$ cat config.mk
export PLATFORM = sky130hd
export DESIGN_NAME = sar_seq
export DESIGN_NICKNAME = d
export VERILOG_FILES = /design/src/rtl/sar_seq_pkg.sv /design/src/rtl/sar_seq_reg.sv /design/src/rtl/sar_seq.sv
export SDC_FILE = /design/constraint.sdc
export NUM_CORES = 1
export LEC_CHECK = 0
export BUFFER_PORTS_ARGS = -buffer_cell sky130_fd_sc_hd__buf_2
export CORE_AREA = 8 8 82 84
export CTS_CLUSTER_SIZE = 20
export DETAILED_ROUTE_END_ITERATION = 12
export DIE_AREA = 0 0 90 92
export GPL_TIMING_DRIVEN = 0
export HOLD_SLACK_MARGIN = 0.02
export PLACE_DENSITY = 0.49
export SYNTH_ARGS = -nofsm -noshare
export SYNTH_HDL_FRONTEND = slang
export SYNTH_SLANG_ARGS = --single-unit
$ cat constraint.sdc
create_clock -name i_clk -period 2.3 [get_ports i_clk]
set_input_delay 0.115 -clock i_clk [delete_from_list [all_inputs] [get_ports i_clk]]
set_output_delay 0.115 -clock i_clk [all_outputs]
set_load 0.03 [all_outputs]
$ cat src/rtl/sar_seq_pkg.sv
// Shared types and defaults for the SAR ADC sequencer.
// Optional build macro used by the top level: SAR_SEQ_CONTINUOUS_EN.
package sar_seq_pkg;

   typedef enum logic [1:0] {
      IDLE    = 2'd0,
      SAMPLE  = 2'd1,
      CONVERT = 2'd2,
      DONE    = 2'd3
   } seqState_t;

   localparam int DEF_NBITS       = 8;
   localparam int DEF_SAMP_CYCLES = 4;
   localparam int SAMP_CNT_W      = 8;

endpackage

$ cat src/rtl/sar_seq_reg.sv
// Successive-approximation register: holds the DAC trial code, the bit under
// test and a flag marking that a complete word has been resolved.
module sar_seq_reg
   import sar_seq_pkg::*;
#(
   parameter int NBITS = DEF_NBITS
) (
   input  logic             i_clk,
   input  logic             i_rst_n,
   input  logic             i_load,
   input  logic             i_step,
   input  logic             i_comp,
   output logic [NBITS-1:0] o_dacCode,
   output logic [NBITS-1:0] o_nextCode,
   output logic             o_last,
   output logic             o_done
);

   localparam int IDXW = $clog2(NBITS);

   logic [NBITS-1:0] r_code;
   logic [IDXW-1:0]  r_idx;
   logic             r_done;
   logic [NBITS-1:0] w_nextCode;
   logic [IDXW-1:0]  w_idxDn;

   assign w_idxDn = r_idx - IDXW'(1);

   // Apply the comparator decision to the current bit, then arm the next trial bit.
   always_comb begin
      w_nextCode = r_code;
      if (!i_comp) begin
         w_nextCode[r_idx] = 1'b0;
      end
      if (r_idx != '0) begin
         w_nextCode[w_idxDn] = 1'b1;
      end
   end

   always_ff @(posedge i_clk or negedge i_rst_n) begin
      if (!i_rst_n) begin
         r_code <= '0;
         r_idx  <= '0;
         r_done <= 1'b0;
      end else if (i_load) begin
         r_code <= {1'b1, {(NBITS-1){1'b0}}};
         r_idx  <= IDXW'(NBITS - 1);
         r_done <= 1'b0;
      end else if (i_step) begin
         r_code <= w_nextCode;
         if (r_idx == '0) begin
            r_done <= 1'b1;
         end else begin
            r_idx <= w_idxDn;
         end
      end
   end

   assign o_dacCode  = r_code;
   assign o_nextCode = w_nextCode;
   assign o_last     = (r_idx == '0);
   assign o_done     = r_done;

endmodule

$ cat src/rtl/sar_seq.sv
// SAR ADC sequencer: sampling window, NBITS-step binary search, valid/ready result.
// Define SAR_SEQ_CONTINUOUS_EN to restart sampling straight after each accepted result.
module sar_seq
   import sar_seq_pkg::*;
#(
   parameter int NBITS       = DEF_NBITS,
   parameter int SAMP_CYCLES = DEF_SAMP_CYCLES
) (
   input  logic             i_clk,
   input  logic             i_rst_n,
   input  logic             i_start,
   input  logic             i_comp_out,
   output logic             o_samp_en,
   output logic             o_comp_clk,
   output logic [NBITS-1:0] o_dac_code,
   output logic             o_busy,
   output logic [NBITS-1:0] o_result,
   output logic             o_result_valid,
   input  logic             i_result_ready
);

   localparam logic [SAMP_CNT_W-1:0] SAMP_LAST = SAMP_CNT_W'(SAMP_CYCLES - 1);

   seqState_t             r_state;
   logic [SAMP_CNT_W-1:0] r_sampCnt;
   logic                  r_phase;
   logic                  r_sampEn;
   logic                  r_compClk;
   logic                  r_busy;
   logic                  r_resultValid;
   logic [NBITS-1:0]      r_result;

   logic                  w_load;
   logic                  w_step;
   logic                  w_last;
   logic                  w_done;
   logic [NBITS-1:0]      w_dacCode;
   logic [NBITS-1:0]      w_nextCode;

   assign w_load = (r_state == SAMPLE) && (r_sampCnt == SAMP_LAST);
   assign w_step = (r_state == CONVERT) && r_phase;

   sar_seq_reg #(.NBITS(NBITS)) u_reg (
      .i_clk      (i_clk),
      .i_rst_n    (i_rst_n),
      .i_load     (w_load),
      .i_step     (w_step),
      .i_comp     (i_comp_out),
      .o_dacCode  (w_dacCode),
      .o_nextCode (w_nextCode),
      .o_last     (w_last),
      .o_done     (w_done)
   );

   always_ff @(posedge i_clk or negedge i_rst_n) begin
      if (!i_rst_n) begin
         r_state       <= IDLE;
         r_sampCnt     <= '0;
         r_phase       <= 1'b0;
         r_sampEn      <= 1'b0;
         r_compClk     <= 1'b0;
         r_busy        <= 1'b0;
         r_resultValid <= 1'b0;
         r_result      <= '0;
      end else begin
         unique case (r_state)
            IDLE: begin
               r_sampCnt <= '0;
               if (i_start) begin
                  r_state  <= SAMPLE;
                  r_sampEn <= 1'b1;
                  r_busy   <= 1'b1;
               end
            end
            SAMPLE: begin
               if (r_sampCnt == SAMP_LAST) begin
                  r_sampEn <= 1'b0;
                  r_phase  <= 1'b0;
                  r_state  <= CONVERT;
               end else begin
                  r_sampCnt <= r_sampCnt + SAMP_CNT_W'(1);
               end
            end
            // Settle cycle then strobe cycle; the decision lands at the end of the strobe.
            CONVERT: begin
               if (!r_phase) begin
                  r_phase   <= 1'b1;
                  r_compClk <= 1'b1;
               end else begin
                  r_phase   <= 1'b0;
                  r_compClk <= 1'b0;
                  if (w_last) begin
                     r_result      <= w_nextCode;
                     r_resultValid <= 1'b1;
                     r_state       <= DONE;
                  end
               end
            end
            DONE: begin
               if (i_result_ready && w_done) begin
                  r_resultValid <= 1'b0;
`ifdef SAR_SEQ_CONTINUOUS_EN
                  r_state   <= SAMPLE;
                  r_sampEn  <= 1'b1;
                  r_sampCnt <= '0;
`else
                  r_state   <= IDLE;
                  r_busy    <= 1'b0;
`endif
               end
            end
            default: r_state <= IDLE;
         endcase
      end
   end

   assign o_samp_en      = r_sampEn;
   assign o_comp_clk     = r_compClk;
   assign o_dac_code     = w_dacCode;
   assign o_busy         = r_busy;
   assign o_result       = r_result;
   assign o_result_valid = r_resultValid;

endmodule

# --- Word-level counts from Yosys, hierarchy flattened ---
# Cells that the tools add are included.
word_totals:
  reg_bits: 35
  inputBits: 5
  out_inout_bits: 20
op_classes:
  addsub: 2
  magnitude_cmp: 4
  eq_ne: 11
  n_mux: 31
  bitwise: 3
  n_reduce_logical: 23
op_table:
  columns: ["operator", "n"]
  rows:
  - ["$mux W8", 5]
  - ["$pmux W8 S2", 1]
  - ["$reduce_bool A2 Y1", 6]
  - ["$mux W1", 10]
  - ["$mux W2", 5]
  - ["$mux W3", 3]
  - ["$reduce_and A3 Y1", 3]
  - ["$add A8 B1 Y8 const B", 1]
  - ["$and A8 B8 Y8", 1]
  - ["$eq A8 B2 Y1 const B", 1]
  - ["$lt A3 B4 Y1 const B", 2]
  - ["$ne A2 B2 Y1 const B", 4]
  - ["$not A8 Y8", 1]
  - ["$or A8 B8 Y8", 1]
  - ["$pmux W1 S2", 4]
  - ["$pmux W2 S4", 1]
  - ["$reduce_and A2 Y1", 4]
  - ["$demux W1 S3", 2]
  - ["$ge A3 B1 Y1 const B", 2]
  - ["$ne A2 B1 Y1 const B", 3]
  - ["$logic_and A1 B1 Y1", 5]
  - ["$reduce_and A5 Y1", 1]
  - ["$eq A2 B2 Y1 const B", 2]
  - ["$reduce_and A4 Y1", 1]
  - ["other kinds (5)", 5]

# --- Longest topological paths before layout ---
# Gate-level depths: netlist of run 1.
depth:
  word_depth: 11
  mapped_depth: 8

# --- By module ---
# From an unflattened synthesis of run 1, not the netlist that was laid out.
unflattened:
  cells_unflattened: 198
  hier_area_um2: 1985.7
modules_own_cells:
  columns: ["module", "n_inst", "cells_each", "area_per_inst_um2", "seq_area_each_um2"]
  rows:
  - ["sar_seq", 1, 106, 1206.2, 575.6]
  - ["sar_seq_reg", 1, 92, 779.5, 300.3]

# --- Worst setup path after synthesis of run 1 ---
# No wires, ideal clock.
synth_path:
  kind: "register to register"
  startpoint: "register u_reg.r_idx[0]"
  endpoint: "register u_reg.r_code[5], in the netlist u_reg.o_dacCode[5]"
  setup_ns: 0.094
  t_arrival_ns: 1.934
  setup_slack_ns: 0.273
  path_stages_with_launch: 8
  period_less_slack_ns: 2.027
  cell_sequence: "dfrtp_1 clkbuf_1 inv_1 ha_1 or3b_2 a21oi_1 a21oi_1 a211oi_1"
synth_via:
  elab_chain_cells: 11
  elab_cells_between_ends: 19
  classes_between: "add/sub (1); order compare (4); mux (8); bitwise (3); reduce/logical (3)"
synth_rtl:
  columns: ["element", "line_no", "source"]
  rows:
  - ["start, declared", "sar_seq_reg.sv:22", "logic [IDXW-1:0] r_idx;"]
  - ["start signal, assigned", "sar_seq_reg.sv:47", "r_idx <= IDXW'(NBITS - 1);"]
  - ["start signal, assigned", "sar_seq_reg.sv:54", "r_idx <= w_idxDn;"]
  - ["parallel branches: the longest is 8 deep, another holds $lt A3 B4 Y1", null, null]
  - ["$mux W8 *", "sar_seq_reg.sv:35", "if (r_idx != '0) begin"]
  - ["$mux W8 *", "sar_seq_reg.sv:49", "end else if (i_step) begin"]
  - ["$mux W8 *", "sar_seq_reg.sv:45", "end else if (i_load) begin"]
  - ["end signal, assigned", "sar_seq_reg.sv:46", "r_code <= {1'b1, {(NBITS-1){1'b0}}};"]
  - ["end signal, assigned", "sar_seq_reg.sv:50", "r_code <= w_nextCode;"]
  - ["end, declared", "sar_seq_reg.sv:21", "logic [NBITS-1:0] r_code;"]
# Every way passes the cells marked *. The select of a mux whose other input is x is not followed.
# A chain may end at the register's enable or synchronous reset.

# --- Final worst setup path of run 1 ---
layout_path:
  startpoint: "register r_sampCnt[0]"
  endpoint: "register r_state[1]"
layout_via:
  elab_chain_cells: 3
layout_rtl:
  columns: ["element", "line_no", "source"]
  rows:
  - ["start, declared", "sar_seq.sv:25", "logic [SAMP_CNT_W-1:0] r_sampCnt;"]
  - ["start signal, assigned", "sar_seq.sv:81", "r_sampCnt <= r_sampCnt + SAMP_CNT_W'(1);"]
  - ["$eq A8 B2 Y1", "sar_seq.sv:76", "if (r_sampCnt == SAMP_LAST) begin"]
  - ["$ne A2 B1 Y1 (no line)", null, null]
  - ["$reduce_and A5 Y1 (no line)", null, null]
  - ["end signal, assigned", "sar_seq.sv:70", "r_state <= SAMPLE;"]
  - ["end signal, assigned", "sar_seq.sv:79", "r_state <= CONVERT;"]
  - ["end signal, assigned", "sar_seq.sv:95", "r_state <= DONE;"]
  - ["end, declared", "sar_seq.sv:24", "seqState_t r_state;"]
# No other way between the ends.

==> impl_metrics.csv, run 1 <==
group,metric,value,unit
synth,synth_area,1850,um2
cells_and_area,diodes,0,
clock_network,cts_buffer_depth,2,
timing,setup_tns,0,ps
job,maxCapViolations,0,
synth,syn_avg_cell_area,9.32,um2
grt,grt_pass1_vias,1504,
worst_setup_path,cp.required,2480,ps
synth,ys.flop_type,"dfrtp_1",
cells_and_area,final_util,40.0,%
cells_and_area,area_growth,17.3,%
timing,rsz0062_at_grt,"false",
timing,max_slew.worst_pin.slew,800,ps
worst_setup_path,critPathKind,"reg -> reg",
place,dp_hpwl,3070,um
min_path,hold_end,"o_result_valid$_DFFE_PN0P_",
worst_setup_path,crit_chain,"ha_1 -> or4b_4 -> o41ai_4 -> nand3_2 -> mux2_4",
timing,post-route-period-util,94.2,%
floorplanning,die_area,8280,um2
clock_network,cts-root-buf,"clkbuf_8",
place,gp_congestion,0.770,
drt,viasPerCell,5.05,
drt,final_antenna_net_count,0,
worst_setup_path,rrSetupSlack,130,ps
worst_setup_path,cp-start-kind,"flop",
clock_network,path_clk_slew,70,ps
drt,via_count,1536,
floorplanning,die_w,90,um
cells_and_area,fin_nets,244,
drt,firstDrtPassIters,4,
timing,hold_ws,166,ps
worst_setup_path,critical-path-slowest-cell,"or4b_4",
timing,fin_crit,2170,ps
worst_setup_path,reg2reg_to,"r_state[1]$_DFFE_PN0P_",
synth,syn-num-nets,211,
place,dp.cells,294,
pwr,peakVddDrop,576,uV
timing,fmax,462,MHz
synth,synth-edff-count,0,
clock_network,insertion_delay,290,ps
synth,async_flop_share,100,%
min_path,hp-start,"i_result_ready",
outcome,status,"finished, final reports clean",
grt,grt.total_usage,10.9,%
grt,grt_first_pass_wirelength,7270,um
min_path,min_path_cells,4,
pwr,leakagePower,0.998,nW
worst_setup_path,critical-path-max-stage-delay,500,ps
floorplanning,die_y,92,um
cells_and_area,fillers,581,
timing,setup_viol,0,
drt,drt_iter0_drc,59,
worst_setup_path,r2r_start,"r_sampCnt[0]$_DFFE_PN0P_",
worst_setup_path,reg2reg_depth,5,
worst_setup_path,critPathCaptureType,"flop",
pwr,total_power,3.07,mW
floorplanning,rows,27,
place,port_buffers,24,
worst_setup_path,crit_path_max_fanout,5,
min_path,hold_path.class,"in -> reg",
cells_and_area,fin_area,2160,um2
place,placed_area,2060,um2
clock_network,clkSinkCount,35,
timing,finalMaxSlewViolations,0,
drt,post-route-drc-count,0,
grt,grt_max_degree,36,
cells_and_area,drive_above_1_share,18.1,%
place,pre_cts_slack,-79.9,ps
clock_network,cts_tree,"done",
synth,seq_area_frac_synth,47.5,%
synth,yosys.cell_types.count,39,
timing,setup_ws,134,ps
clock_network,cts_buffers,5,
clock_network,htree_levels,2,
synth,yosysWarnings,0,
timing,skew,6.87,ps
cells_and_area,finalNonFillerCells,304,
floorplanning,initial_core_util,34.1,%
drt,wl_per_cell,14.3,um
floorplanning,ioPinCount,25,
floorplanning,coreArea,5410,um2
grt,grt_overflow,0,
synth,yosys_register_bits,35,
pwr,power_density,1420,nW/um2
timing,hold_viol,0,
grt,antenna_found_initial,0,
timing,slew_headroom,46.6,%
synth,synth_cells,198,
worst_setup_path,critical_path_arrival,2350,ps
drt,finalWirelength,4350,um
-- repair_timing --
action                     4_1_cts  5_1_grt
pin swaps                        0        1
hold endpoints to repair        35        0
resized for setup                0        4
hold buffers                     1        0
setup endpoints to repair        8       10
buffers inserted                 0        2
-- layout make-up --
cell class	instances	area, um2	area share (%)
flip-flops and latches	35	877	40.5
multi-input cells	147	912	42.1
repair buffers	27	145	6.71
clock buffers	7	76.3	3.53
plain buffers	5	21.3	0.983
clock inverters	1	5.00	0.231
well taps	72	90.1	4.16
inverters	10	37.5	1.73
-- state kept, by name, indices dropped and copies added, names as in the netlist --
register	count
r_phase	1
u_reg.r_idx	3
r_sampCnt	8
o_samp_en	1
o_comp_clk	1
o_busy	1
o_result	8
o_result_valid	1
r_state	2
u_reg.o_dacCode	8
u_reg.o_done	1
-- Yosys cell counts, drive strengths merged (4+ instances only) --
| library cell | number | share of area (%) |
|---|---|---|
| o31ai | 5 | 2.0 |
| nor2 | 16 | 3.3 |
| a21oi | 19 | 5.2 |
| nand2 | 30 | 6.1 |
| or3 | 4 | 1.4 |
| nand2b | 4 | 1.4 |
| dfrtp | 35 | 47 |
| nand3 | 6 | 1.9 |
| nor3 | 4 | 1.1 |
| mux2i | 5 | 2.7 |
| nor2b | 4 | 1.4 |
| o21ai | 11 | 3.0 |
| inv | 10 | 2.0 |
| clkbuf | 5 | 1.0 |
| ha | 8 | 5.4 |
-- how the worst max path moves through the flow --
stage                               start                             end  slack, ps  cells past startpoint
6_report         r_sampCnt[0]$_DFFE_PN0P_          r_state[1]$_DFFE_PN0P_        130                      5
5_1_grt        u_reg.r_idx[0]$_DFFE_PN0P_  u_reg.o_dacCode[6]$_DFFE_PN0P_         20                      6
4_1_cts          r_sampCnt[0]$_DFFE_PN0P_          r_state[1]$_DFFE_PN0P_         50                      5
3_5_place_dp   u_reg.r_idx[0]$_DFFE_PN0P_  u_reg.o_dacCode[5]$_DFFE_PN0P_        -80                      7
3_3_place_gp   u_reg.r_idx[0]$_DFFE_PN0P_  u_reg.o_dacCode[5]$_DFFE_PN0P_        -80                      7
2_1_floorplan  u_reg.r_idx[0]$_DFFE_PN0P_  u_reg.o_dacCode[5]$_DFFE_PN0P_        270                      7
-- per-layer routing --
layer	up-vias	track usage (%)	wire length, um
met3	7	2.93	166
met5	-	0	0
met1	735	13.6	2100
met2	27	16.7	1990
li1	767	-	-
met4	0	6.24	94
-- kinds of logic (layout without fill, tap and decap cells) --
| logic type | after synthesis | after routing | share of synthesized area [%] |
|---|---|---|---|
| compound gates | 50 | 50 | 17.8 |
| xor+xnor | 3 | 3 | 1.42 |
| fa+ha+maj | 8 | 8 | 5.42 |
| buf+inv | 16 | 50 | 3.32 |
| flops | 35 | 35 | 47.5 |
| mux | 6 | 6 | 3.53 |
| simple gates | 80 | 80 | 21.1 |
-- report_power, final --
group          leakage, nW  internal [mW]  total, mW  switching [mW]
combinational        0.522          0.576       1.60            1.03
sequential           0.434          0.839       1.02           0.184
clock               0.0422          0.213      0.439           0.227
total                0.998           1.63       3.07            1.44
-- critical path: cells and delay by family (launching register included) --
family / cells / cell delay (ps)
AOI/OAI and AO/OA: 1 / 450
adders and majority gates: 1 / 230
DFF: 1 / 400
muxes: 1 / 320
and+or+nand+nor: 2 / 660
-- cells in the final DEF, fill, tap and decap left out, drive strengths merged, types with 2 or more instances in the layout --
master / instances
a2111oi: 2
a211oi: 3
a21oi: 19
and2: 2
buf: 27
clkbuf: 11
dfrtp: 35
ha: 8
inv: 10
mux2i: 5
nand2: 30
nand2b: 4
nand3: 6
nand4: 3
nor2: 16
nor2b: 4
nor3: 4
nor4: 2
o21ai: 11
o31ai: 5
o41ai: 2
or3: 4
xnor2: 3
No activity file was read; power rests on OpenSTA's default activity.
==> run 2, diff against run 1 <==
--- a/config.mk
+++ b/config.mk
@@ -12,7 +12,7 @@
 export DIE_AREA = 0 0 90 92
 export GPL_TIMING_DRIVEN = 0
 export HOLD_SLACK_MARGIN = 0.02
-export PLACE_DENSITY = 0.49
+export PLACE_DENSITY = 0.52
 export SYNTH_ARGS = -nofsm -noshare
 export SYNTH_HDL_FRONTEND = slang
 export SYNTH_SLANG_ARGS = --single-unit
==> run 2 against run 1 <==
- sequential power barely moved
- clock power rose by 1%
- fmax fell by 0.47%
- die area did not move
- critical endpoint unchanged
==> impl_metrics.csv, run 2 (synthesized netlist as in run 1, its figures left out) <==
group,metric,value,unit
cells_and_area,final_cell_mix,"dfrtp_1, nand2_1, buf_2",
timing,max_slew.worst_pin.slew,800,ps
drt,drt_iter0_drc,74,
worst_setup_path,cp-startpoint,"r_sampCnt[0]$_DFFE_PN0P_",
worst_setup_path,crit_chain,"ha_1 -> or4b_4 -> o41ai_4 -> nand3_2 -> mux2_4",
worst_setup_path,crit_path_max_fanout,5,
worst_setup_path,critical-path-max-stage-delay,490,ps
worst_setup_path,worst-path-buf-inv,0,
drt,finalWirelength,4120,um
floorplanning,coreArea,5410,um2
floorplanning,rows,27,
timing,fmax,460,MHz
place,port_buffers,24,
drt,wl_per_cell,13.6,um
floorplanning,die_area,8280,um2
worst_setup_path,worstSetupEndpoint,"r_state[1]$_DFFE_PN0P_",
place,placed_area,2060,um2
worst_setup_path,worst_path_dominant_cell_family,"simple AND/OR/NAND/NOR gates",
grt,grt_max_degree,36,
floorplanning,initial_core_util,34.1,%
timing,hold_viol,0,
pwr,peakVddDrop,751,uV
pwr,leakagePower,0.999,nW
worst_setup_path,reg2reg_to,"r_state[1]$_DFFE_PN0P_",
worst_setup_path,r2r_start,"r_sampCnt[0]$_DFFE_PN0P_",
floorplanning,die_y,92,um
worst_setup_path,critPathKind,"reg -> reg",
cells_and_area,drive_above_1_share,18.2,%
timing,rsz0062_at_grt,"false",
clock_network,cts_buffer_depth,2,
outcome,status,"finished, final reports clean",
clock_network,insertion_delay,280,ps
clock_network,path_clk_slew,70,ps
min_path,hold_path.class,"in -> reg",
grt,grt_first_pass_wirelength,7260,um
cells_and_area,final_util,40.1,%
clock_network,cts-root-buf,"clkbuf_8",
timing,skew,6.76,ps
cells_and_area,fin_area,2170,um2
cells_and_area,fin_nets,244,
worst_setup_path,critical_path_arrival,2340,ps
worst_setup_path,reg2reg_depth,5,
place,gp_congestion,0.797,
place,dp_hpwl,3000,um
worst_setup_path,critPathCaptureType,"flop",
worst_setup_path,cp-start-kind,"flop",
floorplanning,ioPinCount,25,
worst_setup_path,cp.required,2470,ps
pwr,power_density,1410,nW/um2
grt,grt.total_usage,10.7,%
worst_setup_path,cp.depth,5,
cells_and_area,final_common_cell,"dfrtp_1",
clock_network,htree_levels,2,
clock_network,cts_buffers,5,
drt,firstDrtPassIters,4,
grt,grt_overflow,0,
drt,post-route-drc-count,0,
timing,fin_crit,2180,ps
job,maxCapViolations,0,
drt,final_antenna_net_count,0,
timing,slew_headroom,46.7,%
grt,grt_pass1_vias,1513,
clock_network,clkSinkCount,35,
timing,post-route-period-util,94.6,%
grt,antenna_found_initial,0,
clock_network,cts_tree,"done",
floorplanning,die_w,90,um
drt,viasPerCell,5.03,
drt,via_count,1523,
worst_setup_path,rrSetupSlack,120,ps
timing,finalMaxSlewViolations,0,
worst_setup_path,critical-path-slowest-cell,"or4b_4",
cells_and_area,diodes,0,
cells_and_area,area_growth,17.6,%
timing,setup_viol,0,
## run 2: cell count changes in the layout (fill, tap and decap cells not counted), sizes merged
| cell | previous run | this run |
|---|---|---|
| clkbuf | 11 | 10 |
## run 2: routing by layer
layer / up-vias / GRT usage [%] / share of wire, %
li1: 769 / - / -
met1: 706 / 13.0 / 47
met2: 40 / 16.2 / 45
met3: 8 / 4.16 / 5.8
met4: 0 / 4.99 / 2.1
met5: - / 0 / 0
## run 2: power breakdown
| group | internal, mW | leakage, nW | switching, mW |
|---|---|---|---|
| combinational | 0.575 | 0.517 | 1.03 |
| sequential | 0.837 | 0.435 | 0.184 |
| clock | 0.235 | 0.0470 | 0.210 |
## run 2: worst min-delay path, cell delays in order
cell and delay (ps):
buf_2 80, nand2_1 80, nand2_1 80, a31oi_1 70
## run 2: worst min path at each step
stage / slack (ps) / endpoint / depth (start not counted) / startpoint
3_3_place_gp: 250 / u_reg.o_dacCode[5]$_DFFE_PN0P_ / 1 / i_rst_n
6_report: 180 / o_result_valid$_DFFE_PN0P_ / 4 / i_result_ready
2_1_floorplan: -180 / o_busy$_DFFE_PN0P_ / 0 / i_rst_n
5_1_grt: 230 / o_result_valid$_DFFE_PN0P_ / 4 / i_result_ready
3_5_place_dp: 260 / u_reg.o_dacCode[5]$_DFFE_PN0P_ / 1 / i_rst_n
4_1_cts: 180 / o_result_valid$_DFFE_PN0P_ / 4 / i_result_ready
## run 2: final cells by class
type	count	area, um2
fillers	568	3240
multi-input cells	147	913
flip-flops and latches	35	876
repair buffers	27	145
well taps	72	90.1
clock buffers	6	82.6
inverters	10	37.5
plain buffers	5	20.0
clock inverters	1	5.00
## run 2: what timing repair did
action | CTS | global route
endpoints found under the setup margin | 5 | 7
endpoints found under the hold margin | 35 | 0
cloned | 0 | 0
pin swaps | 0 | 1
resized for setup | 0 | 3
hold buffers | 1 | 0
buffers inserted | 0 | 2
## run 2: through the flow
step / std cells / hold slack [ps] / total power [mW] / setup TNS, ps / setup WS [ps]
floorplan: 198 / -181 / 2.19 / 0 / 273
global placement: 294 / 249 / 2.61 / -196 / -70.3
detailed placement: 294 / 258 / 2.61 / -233 / -74.0
CTS: 301 / 176 / 3.07 / 0 / 56.4
global route: 303 / 231 / 3.35 / 0 / 21.9
finish: 303 / 183 / 3.07 / 0 / 124
